===== src/rtl/duty_ramp_ctrl.sv =====
// duty_ramp_ctrl: prescaled one-LSB-per-step duty fader with TRACK and BREATHE modes
module duty_ramp_ctrl #(
   parameter int STEP_DIV = 195313,
   parameter int WIDTH    = 8
) (
   input  logic             CLOCK_50,
   input  logic             Reset,
   input  logic             Enable,
   input  logic             Mode,
   input  logic [WIDTH-1:0] Target,
   output logic [WIDTH-1:0] Duty,
   output logic             Dir,
   output logic             StepTick,
   output logic             AtTarget
);
   localparam int CW = (STEP_DIV > 1) ? $clog2(STEP_DIV) : 1;
   localparam logic [CW-1:0] LAST = CW'(STEP_DIV - 1);
   logic [CW-1:0]    pre_cnt;
   logic [WIDTH-1:0] duty_nx;
   logic             dir_nx;
   logic             up;
   logic             dn;
   logic             zero;
   assign StepTick = Enable && (pre_cnt == LAST);
   assign AtTarget = !Mode && (Duty == Target);
   assign up       = Duty < Target;
   assign dn       = Duty > Target;
   assign zero     = Duty == '0;
   // Increments happen only when Duty<Target, so Duty can never wrap past all-ones.
   always_comb begin
      duty_nx = Duty;
      dir_nx  = Dir;
      if (!Mode) begin
         duty_nx = up ? Duty + 1'b1 : dn ? Duty - 1'b1 : Duty;
         dir_nx  = up;
      end else if (Dir) begin
         duty_nx = up ? Duty + 1'b1 : zero ? Duty : Duty - 1'b1;
         dir_nx  = up;
      end else begin
         duty_nx = !zero ? Duty - 1'b1 : (Target != '0) ? Duty + 1'b1 : Duty;
         dir_nx  = zero;
      end
   end
   always_ff @(posedge CLOCK_50) begin
      if (Reset) begin
         pre_cnt <= '0;
         Duty    <= '0;
         Dir     <= 1'b1;
      end else if (Enable) begin
         pre_cnt <= (pre_cnt == LAST) ? '0 : pre_cnt + 1'b1;
         if (StepTick) begin
            Duty <= duty_nx;
            Dir  <= dir_nx;
         end
      end
   end
endmodule

===== config.mk =====
export PLATFORM = sky130hd
export DESIGN_NAME = duty_ramp_ctrl
export DESIGN_NICKNAME = d
export VERILOG_FILES = /design/src/rtl/duty_ramp_ctrl.sv
export SDC_FILE = /design/constraint.sdc
export NUM_CORES = 1
export LEC_CHECK = 0
export ABC_AREA = 1
export CORE_MARGIN = 8
export CORE_UTILIZATION = 40
export CTS_BUF_LIST = sky130_fd_sc_hd__clkbuf_4
export DETAILED_ROUTE_END_ITERATION = 12
export GPL_ROUTABILITY_DRIVEN = 0
export PLACE_DENSITY = 0.59
export SYNTH_ARGS = -nofsm -noshare
export SYNTH_HDL_FRONTEND = slang
export SYNTH_SLANG_ARGS = --single-unit

===== constraint.sdc =====
create_clock -name CLOCK_50 -period 2.21 [get_ports CLOCK_50]
set_input_delay 0.3315 -clock CLOCK_50 [delete_from_list [all_inputs] [get_ports CLOCK_50]]
set_output_delay 0.3315 -clock CLOCK_50 [all_outputs]
set_load 0.005 [all_outputs]

; ---- Yosys cells after proc, flatten, opt, wreduce, memory -nomap -nowiden
; Cells that the tools add are included.
[classes]
n_addsub = 3
n_lt_le_gt_ge = 2
eq_ne = 4
n_mux = 11
n_reduce_logical = 8
[ops]
columns = op, count
row1 = 8-bit 2-to-1 mux, 8
row2 = "18-bit by 1-bit adder with 18-bit output, second input constant", 1
row3 = "18-bit equality test, second input constant", 1
row4 = 18-bit 2-to-1 mux, 1
row5 = "8-bit by 1-bit adder with 8-bit output, second input constant", 1
row6 = 8-bit equality test, 1
row7 = 8-bit > comparator, 1
row8 = 8-bit logical NOT, 1
row9 = 8-bit less-than comparator, 1
row10 = 8-bit nonzero test, 1
row11 = "8-bit by 1-bit subtractor with 8-bit output, second input constant", 1
row12 = 5-bit AND reduction, 1
row13 = "4-bit by 3-bit != test with 1-bit output, second input constant", 1
row14 = "4-bit != test, second input constant", 1
row15 = 3-bit nonzero test, 1
row16 = 1-bit logical AND, 2
row17 = 1-bit 2-to-1 mux, 2
row18 = 2-bit AND reduction, 1
row19 = 1-bit logical NOT, 1
[word_totals]
ff_bits = 27
output_inout_bits = 11

; ---- Depth between registers and ports, before layout
; Gate-level depths: netlist (run 1).
[depth]
ltp_word = 5
ltp_mapped = 15
ltp_nobuf = 15

; ---- Least setup slack after synthesis (run 1)
; No wires, ideal clock.
[synth_timing]
kind = flip-flop to flip-flop
from = register Duty[7]
to = register Duty[3]
setup_ns = 0.117
arrival_time_ns = 1.601
t_required_ns = 2.093
path_slack_ns = 0.492
path_stages_with_launch = 10
path_buffers = 1
cell_sequence = dfxtp_1 -> ha_1 -> a21o_1 -> nor2_1 -> nand2_1 -> a21oi_2 -> buf_6 -> o21ai_0 -> a21oi_1 -> nor2_1
[synth_via]
elab_chain_len = 4
[synth_rtl]
columns = element, line_no
row1 = start: declaration, 11  ; output logic [WIDTH-1:0] Duty,
row2 = start signal: assignment, 52  ; Duty <= duty_nx;
row3 = "parallel branches: the longest is 4 deep, another holds 8-bit less-than comparator", n/a
; Several ways; the timed one is not identified.
; A chain may end at the register's enable or synchronous reset.

; ---- Final worst setup path (run 1)
[layout_timing]
from = input port Target[7]
to = output port AtTarget
[layout_via]
elab_chain_len = 2
[layout_rtl]
columns = element, line_no
row1 = start: declaration, 10  ; input logic [WIDTH-1:0] Target,
row2 = 8-bit equality test, 25  ; assign AtTarget = !Mode && (Duty == Target);
row3 = 1-bit logical AND, 25
row4 = end: declaration, 14  ; output logic AtTarget
; Every way passes these cells.

==> impl_metrics.toml, run 1 <==
[synth]
synth_cells = 310
synth_area_per_cell_um2 = 6.32
yosys.area.top_type = "dfxtp_1"
yosysSeqAreaShare = 0.276
synth_cell_types = 27
ys_warn_count = 0
synth_area_leaders = "dfxtp_1 28%, nand2_1 13%, inv_1 11%, nor2_1 9.0%, ha_1 8.3%"
synth_seq_cells = 27
syn_area_um2 = 1960
synth_nets = 335
netlist.area_leader.share = 0.276

[route]
post-route-drc-count = 0
wl_met2_um = 2530
met1_length_um = 2430
routed.top_layer = "met4"
routed_wl_um = 5170
dr_total_vias = 2007
dr.pass1.iters = 4
viasPerCell = 4.68
met3_length_um = 190
ant_nets = 0
drtIter0Drc = 104
drt-wirelength-per-cell_um = 12.1

[pwr]
p_seq_frac = 0.601
ir_drop_mv = 0.328
p_clk_frac = 0.282
p_comb_frac = 0.117
p_sw_w = 0.000199
p_leak_nw = 1.21
sw_frac_of_total = 0.242
p_int_w = 0.000622
cellPowerDensity_nw_per_um2 = 328

[die]
die_area_um2 = 7390
die_y_um = 86.0
die_w_um = 86.0
coreArea_um2 = 4720
rows = 25
ios = 23
initial_utilization = 0.415

[clock_network]
h-tree-depth = 1
clk_pin_slew_ns = 0.14
root_buffer = "clkbuf_4"
cts_tree = "done"
cts_made_buffers = 3
worstSkewPairLatency_ns = 0.33
cts_buffer_depth = 2
cts.sinks = 27

[sta]
skew_ns = 0.00792
setup_viol = 0
worstMarginPinSlew_ns = 0.419
finalHoldViolations = 0
min_period_ns = 2.10
maxSlewHeadroom = 0.720
fin_crit_sh = 0.949
clock.fmax_ghz = 0.477
drv_slew = 0
rsz0062_at_grt = "false"
hold_ws_ns = 0.519
setup-tns-final_ns = 0

[final_layout]
register_area_um2 = 543
layout.nets = 388
n_antenna_cell = 0
syn2layout_area_growth_pct = 27.9
drive_gt1_frac = 0.144
final_cell_mix = "65 x nand2_1, 55 x inv_1, 45 x nor2_1, 28 x buf_4, 25 x dfxtp_1"
mostFrequentLayoutCell = "nand2_1"
num-fill-cells = 505
multi_input_area_um2 = 1190

[outcome]
status = "finished, final reports clean"

[setup_path]
end_kind = "output port"
path_max_fanout = 2
crit_path_frequent_cell = "inv_1"
crit_buf_inv = 4
worstPathRequired_ns = 1.88
crit_type = "in -> out"
start_kind = "input pin"
path_cells = "clkdlybuf4s50_1, inv_1, ha_1, nand2_1, nor2_2, nand3_1, inv_1, clkdlybuf4s15_1"
cp_data_arrival_time_ns = 1.77
cp_top_family = "buffers and inverters"
crit_slowest_cell = "clkdlybuf4s50_1"
cpPeakStageDelay_ns = 0.48

[global_routing]
grt_max_degree = 15
gr-total-overflow = 0
grt_pass1_vias = 1957
grt_pass1_wl_um = 8580
grt_usage = 0.141
antenna_found_initial = 0

[placement]
port_buffers = 22
dpl.hpwl_um = 4210

[hold_path]
min-delay-path-class = "reg -> reg"

[job]
drv_cap = 0
==> power groups by stage <==
stage               combinational (W)  sequential, W  clock, W
global placement            0.0000894       0.000505         0
global route                 0.000107       0.000494  0.000266
floorplan                   0.0000399       0.000504         0
CTS                         0.0000902       0.000494  0.000243
detailed placement          0.0000899       0.000504         0
finish                      0.0000957       0.000493  0.000231
==> area by class of cell <==
type                       instances  share of cell area
clock buffer                       4              0.0120
inverter                          56              0.0840
multi-input combinational        224               0.477
sequential                        27               0.217
tap                               67              0.0335
timing repair buffer              51               0.177
==> stage by stage <==
stage	utilization	instances	cell area (um^2)	total power (W)	setup WS (ns)
global route	0.530	429	2500	0.000867	0.0233
detailed placement	0.516	422	2440	0.000594	-0.186
finish	0.530	429	2500	0.000821	0.113
floorplan	-	310	1960	0.000544	0.492
global placement	0.516	422	2440	0.000594	-0.185
CTS	0.524	427	2470	0.000827	0.00777
==> synth_stat cells <==
library cell	number
inv_1	55
nand3_2	1
nor2_4	2
a21o_1	1
nand2_2	4
nor3_1	12
nand3_1	23
buf_2	2
buf_6	1
a21oi_1	15
o211ai_1	1
nor2_1	47
ha_1	13
nand2_1	66
nor3b_1	1
dfxtp_1	27
a21oi_2	1
nor2_2	2
and3_2	1
xnor2_1	1
a211oi_1	3
xor2_1	9
nand4_1	8
nand3b_1	2
inv_2	1
o21ai_0	9
nor3_2	2
==> registers in the layout, summed over array words and instances (netlist names) <==
signal	flops
Duty	8
pre_cnt	18
Dir	1
==> worst reg2reg max path: stages (launching register included) <==
cell      delay, ns
dfxtp_2        0.36
inv_1          0.05
ha_1           0.19
inv_1          0.10
nor2_2         0.05
nand3_2        0.08
nor2_4         0.05
buf_4          0.13
nor2_1         0.33
inv_1          0.29
a211oi_1       0.24
==> final timing paths <==
| kind | start | to | slack, ns | depth (start not counted) |
|---|---|---|---|---|
| min reg2reg | pre_cnt[12] | pre_cnt[12] | 0.52 | 2 |
| max | Target[7] | AtTarget | 0.11 | 8 |
| max reg2reg | pre_cnt[0] | pre_cnt[7] | 0.28 | 10 |
| min | pre_cnt[12] | pre_cnt[12] | 0.52 | 2 |
==> kinds of logic (layout without fill, tap and decap cells) <==
family / after synthesis / after routing / synth area share
compound gates: 30 / 30 / 0.0850
xor+xnor: 10 / 10 / 0.0447
fa+ha+maj: 13 / 13 / 0.0831
buf+inv: 59 / 111 / 0.118
flops: 27 / 27 / 0.276
simple gates: 171 / 171 / 0.393
==> layer usage <==
| layer | track usage | vias up |
|---|---|---|
| li1 | - | 1087 |
| met1 | 0.162 | 892 |
| met2 | 0.256 | 26 |
| met3 | 0.0220 | 2 |
| met4 | 0.0478 | 0 |
| met5 | 0 | - |
==> repair_timing <==
item	CTS	global route
setup buffers	1	2
gates resized for setup	3	7
pin swaps	1	2
hold buffers	0	0
setup endpoints to repair	2	6
No activity file was read; power rests on OpenSTA's default activity.
==> run 2, diff against run 1 <==
REMOVE_ABC_BUFFERS = 1   (was default)
SETUP_SLACK_MARGIN = 0.4   (was default)
==> run 2 against run 1 <==
  * Critical path depth shrank 2
  * Utilization grew 7.2 points
  * Combinational power grew 25%
  * Sequential share of layout area shrank 2.1 points
  * Highest routed layer unchanged
  * Critical endpoint unchanged
  * Maximum frequency grew 15%
  * Sequential power is essentially flat
  * Total power grew 5.1%
==> impl_metrics.toml, run 2 (same netlist as run 1, synthesis figures left out) <==
[clock_network]
h-tree-depth = 1
cts_tree = "done"
clk_pin_slew_ns = 0.18
root_buffer = "clkbuf_4"
cts.sinks = 27
cts_buffer_depth = 2
worstSkewPairLatency_ns = 0.34
cts_made_buffers = 3

[pwr]
ir_drop_mv = 0.211
cellPowerDensity_nw_per_um2 = 303
p_sw_w = 0.000242
p_seq_frac = 0.572
p_comb_frac = 0.139
p_int_w = 0.000621
p_clk_frac = 0.290
p_leak_nw = 1.32
sw_frac_of_total = 0.280

[sta]
rsz0062_at_grt = "true"
setup-tns-final_ns = 0
clock.fmax_ghz = 0.547
setup_ws_ns = 0.383
min_period_ns = 1.83
finalHoldViolations = 0
worstMarginPinSlew_ns = 0.434
skew_ns = 0.00620
setup_viol = 0
maxSlewHeadroom = 0.710
drv_slew = 0
hold_ws_ns = 0.523
fin_crit_sh = 0.826

[final_layout]
n_antenna_cell = 0
layout.nets = 400
mostFrequentLayoutCell = "nand2_1"
largest_reg_flops = 18
largestRegisters = "pre_cnt (18), Duty (8), Dir (1)"
drive_gt1_frac = 0.299
syn2layout_area_growth_pct = 45.3
largest_register = "pre_cnt"
final_cell_mix = "57 x nand2_1, 48 x inv_1, 40 x nor2_1, 37 x buf_4, 18 x nand3_1"

[placement]
dpl_worst_slack_ns = -0.163
dpl.hpwl_um = 4270
port_buffers = 22

[setup_path]
start_kind = "flip-flop"
crit_slowest_cell = "dfxtp_2"
path_cells = "ha_4, nand2_1, nor2_2, nand3_2, inv_1, buf_2"
cpPeakStageDelay_ns = 0.38
r2r-start = "Duty[5]"
crit_type = "reg -> out"
cp_data_arrival_time_ns = 1.50
path_max_fanout = 2
crit_start = "Duty[5]"
end_kind = "output port"
worstPathRequired_ns = 1.88

[route]
routed_wl_um = 5870
ant_nets = 0
dr.pass1.iters = 4
post-route-drc-count = 0
dr_total_vias = 2121
viasPerCell = 4.81
drt-wirelength-per-cell_um = 13.3
drtIter0Drc = 178

[die]
initial_utilization = 0.415
ios = 23
rows = 25
coreArea_um2 = 4720
die_y_um = 86.0
die_area_um2 = 7390
die_w_um = 86.0

[hold_path]
min-delay-path-class = "reg -> reg"
hold_start = "pre_cnt[12]"

[global_routing]
gr-total-overflow = 0
grt_usage = 0.159
antenna_found_initial = 0
grt_pass1_wl_um = 9580
grt_max_degree = 18
grt_pass1_vias = 2052

[job]
drv_cap = 0

[outcome]
status = "finished, final reports clean"
==> run 2: cell types whose count changed in the layout (fill, tap and decap cells not counted), moves of 5 or more <==
| cell | change |
|---|---|
| nand2_4 | +5 |
| dlygate4sd2_1 | +7 |
| inv_2 | +5 |
| inv_1 | -7 |
| dfxtp_2 | +9 |
| ha_1 | -9 |
| nand3_1 | -5 |
| dfxtp_1 | -10 |
| ha_4 | +9 |
| nand2_1 | -8 |
| clkdlybuf4s50_1 | -7 |
| buf_4 | +9 |
| nor2_1 | -5 |
==> run 2: path summary, 6_finish.rpt <==
check                              endpoint  slack [ns]  depth (start not counted)
worst max-delay path               AtTarget        0.38                          6
worst min-delay path            pre_cnt[12]        0.52                          2
worst max register to register      Duty[7]        0.43                         12
worst min register to register  pre_cnt[12]        0.52                          2
==> run 2: final cells by class <==
class	instances	area, um^2
well taps	67	83.8
clock inverters	1	8.76
inverters	56	215
fillers	443	1880
repair buffers	63	517
clock buffers	3	22.5
multi-input cells	224	1440
flip-flops and latches	27	558
==> run 2: routing by layer <==
| layer | part of all wire | vias up | track usage |
|---|---|---|---|
| met5 | 0 | - | 0 |
| met4 | 0.0053 | 0 | 0.0414 |
| met3 | 0.060 | 2 | 0.0277 |
| met2 | 0.44 | 45 | 0.237 |
| met1 | 0.49 | 965 | 0.226 |
| li1 | - | 1109 | - |
==> run 2: worst max-delay path, delay by kind of cell (launching register included) <==
family,cells,cell delay [ns]
DFF,1,0.38
buffers and inverters,2,0.20
adders and majority gates,1,0.27
and+or+nand+nor,3,0.30
==> run 2: per-stage QoR <==
stage                     power, W  instances  area (um^2)   util
after detailed placement  0.000595        423         2440  0.517
after floorplan           0.000541        307         1940      -
after global placement    0.000594        423         2440  0.517
final                     0.000862        441         2850  0.602
after global routing      0.000901        441         2850  0.602
after CTS                 0.000852        438         2640  0.558
==> run 2: repair_timing <==
| action | in CTS | in global routing |
|---|---|---|
| gates resized for setup | 43 | 45 |
| hold buffers | 0 | 0 |
| endpoints found under the hold margin | 0 | 0 |
| buffers inserted | 10 | 3 |
| setup endpoints to repair | 21 | 19 |
| pin swaps | 16 | 17 |
| gates cloned | 1 | 0 |
==> run 2: power groups by stage <==
stage,sequential (W),combinational (W),clock [W]
finish,0.000493,0.000120,0.000250
detailed placement,0.000505,0.0000905,0
global route,0.000494,0.000132,0.000275
global placement,0.000505,0.0000895,0
floorplan,0.000504,0.0000371,0
CTS,0.000493,0.0000994,0.000260
==> run 3, diff against run 2 <==
PLACE_DENSITY = 0.62   (was 0.59)
clock period = 1.6 ns   (was 2.21 ns; I/O delays follow)
==> run 3 against run 2 <==
  * The flow now finishes with violations (setup timing)
  * Register-to-register slack worse by 0.63 ns
  * Critical path depth rose by 4
  * Final cell count is 11% higher
  * Critical endpoint is now Duty[3]
==> impl_metrics.toml, run 3 (same netlist as run 1, synthesis figures left out) <==
[setup_path]
crit_type = "reg -> reg"
cp_data_arrival_time_ns = 2.06
start_kind = "flip-flop"
path_max_fanout = 6
cpPeakStageDelay_ns = 0.38
timing.reg2reg.setup_slack_ns = -0.20
crit_slowest_cell = "dfxtp_2"
path_cells = "ha_4, a21oi_1, nand2_1, nand2_2, nand2_4, a21oi_4, buf_6, o21ai_1, a21oi_1, nor2_1"
worstPathRequired_ns = 1.85
reg2regPathDepth = 10
crit_path_frequent_cell = "a21oi_1"
end_kind = "flip-flop"

[clock_network]
h-tree-depth = 1
cts_made_buffers = 3
clk_pin_slew_ns = 0.18
cts_tree = "done"
worstSkewPairLatency_ns = 0.36
cts_hold_buffers = 0
cts_buffer_depth = 2
root_buffer = "clkbuf_4"
cts.sinks = 27

[global_routing]
grt_usage = 0.181
grt_pass1_wl_um = 10700
gr-total-overflow = 0
grt_pass1_vias = 2276
antenna_found_initial = 0
grt_max_degree = 17

[final_layout]
utilization = 0.746
largest_register = "pre_cnt"
n_antenna_cell = 0
drive_gt1_frac = 0.481
largestRegisters = "pre_cnt (18), Duty (8), Dir (1)"
final_cell_mix = "67 x buf_4, 50 x nand2_1, 46 x inv_1, 34 x nor2_1, 27 x buf_6"
largest_reg_flops = 18
mostFrequentLayoutCell = "buf_4"
layoutNonFillerInstCount = 489
num-fill-cells = 311
layout.nets = 448
syn2layout_area_growth_pct = 79.9

[placement]
dpl.hpwl_um = 4420
dpl_worst_slack_ns = -0.598
port_buffers = 22
dp.cells = 461

[sta]
rsz0062_at_grt = "true"
skew_ns = 0.0165
hold_ws_ns = 0.546
min_period_ns = 1.80
worstMarginPinSlew_ns = 0.355
finalHoldViolations = 0
drv_slew = 0
maxSlewHeadroom = 0.762
setup-tns-final_ns = -1.52
setup_ws_ns = -0.205
clock.fmax_ghz = 0.554
fin_crit_sh = 1.13
setup_viol = 16

[die]
coreArea_um2 = 4720
ios = 23
die_w_um = 86.0
initial_utilization = 0.415
rows = 25
die_area_um2 = 7390
die_y_um = 86.0

[pwr]
sw_frac_of_total = 0.295
p_sw_w = 0.000375
p_seq_frac = 0.530
p_int_w = 0.000895
p_clk_frac = 0.271
ir_drop_mv = 0.346
cellPowerDensity_nw_per_um2 = 360
p_comb_frac = 0.198
p_leak_nw = 1.67

[hold_path]
min_path_cells = 2
min-delay-path-class = "reg -> reg"

[outcome]
violations = "setup timing"
status = "finished with violations"

[route]
dr.pass1.iters = 4
routed_wl_um = 7290
ant_nets = 0
dr_total_vias = 2441
viasPerCell = 4.99
drtIter0Drc = 220
drt-wirelength-per-cell_um = 14.9
post-route-drc-count = 0

[job]
drv_cap = 0
-- run 3: cell types whose count changed in the layout (fill, tap and decap cells not counted), moves of 6 or more --
| cell | delta |
|---|---|
| buf_4 | +30 |
| buf_6 | +24 |
| clkdlybuf4s50_1 | -7 |
| nand2_1 | -7 |
| nor2_1 | -6 |
| nor3_1 | -8 |
-- run 3: power groups by stage --
stage	combinational, W	clock [W]	sequential, W
4_1_cts	0.000225	0.000341	0.000680
5_1_grt	0.000268	0.000373	0.000674
3_5_place_dp	0.000154	0	0.000695
3_3_place_gp	0.000153	0	0.000694
6_report	0.000251	0.000345	0.000674
2_1_floorplan	0.0000513	0	0.000696
-- run 3: worst paths after layout --
kind	startpoint	end
max	Duty[3]	Duty[3]
max reg2reg	Duty[3]	Duty[3]
min reg2reg	pre_cnt[16]	pre_cnt[16]
min	pre_cnt[16]	pre_cnt[16]
-- run 3: worst max-delay path, delay by kind of cell (launching register included) --
kind | cells | cell delay [ns]
AO/OA/AOI/OAI | 4 | 0.55
flip-flops | 1 | 0.38
AND/OR/NAND/NOR | 4 | 0.38
adder cells (fa/ha/maj) | 1 | 0.25
buffers and inverters | 1 | 0.15
-- run 3: area by class of cell --
| type | count | area (um^2) | area share |
|---|---|---|---|
| sequential | 27 | 568 | 0.161 |
| clock buffer | 3 | 22.5 | 0.00639 |
| timing repair buffer | 111 | 981 | 0.278 |
| multi-input combinational | 224 | 1650 | 0.467 |
| clock inverter | 1 | 7.51 | 0.00213 |
| inverter | 56 | 215 | 0.0611 |
| tap | 67 | 83.8 | 0.0238 |
-- run 3: what timing repair did --
item,CTS,global route
pin swaps,31,18
setup endpoints to repair,37,38
resized for setup,157,43
gates cloned,2,0
setup buffers,15,7
-- run 3: stage by stage --
step,instance area (um^2),power [W]
2_1_floorplan,1940,0.000747
3_3_place_gp,2740,0.000847
3_5_place_dp,2740,0.000849
4_1_cts,3330,0.00125
5_1_grt,3520,0.00132
6_report,3520,0.00127
-- run 3: layer usage --
metal	wire, um	global-route usage	up-vias	share of wire
li1	-	-	1217	-
met1	3140	0.227	1126	0.43
met2	3610	0.304	85	0.50
met3	412	0.0315	13	0.057
met4	127	0.0525	0	0.017
met5	0	0	-	0
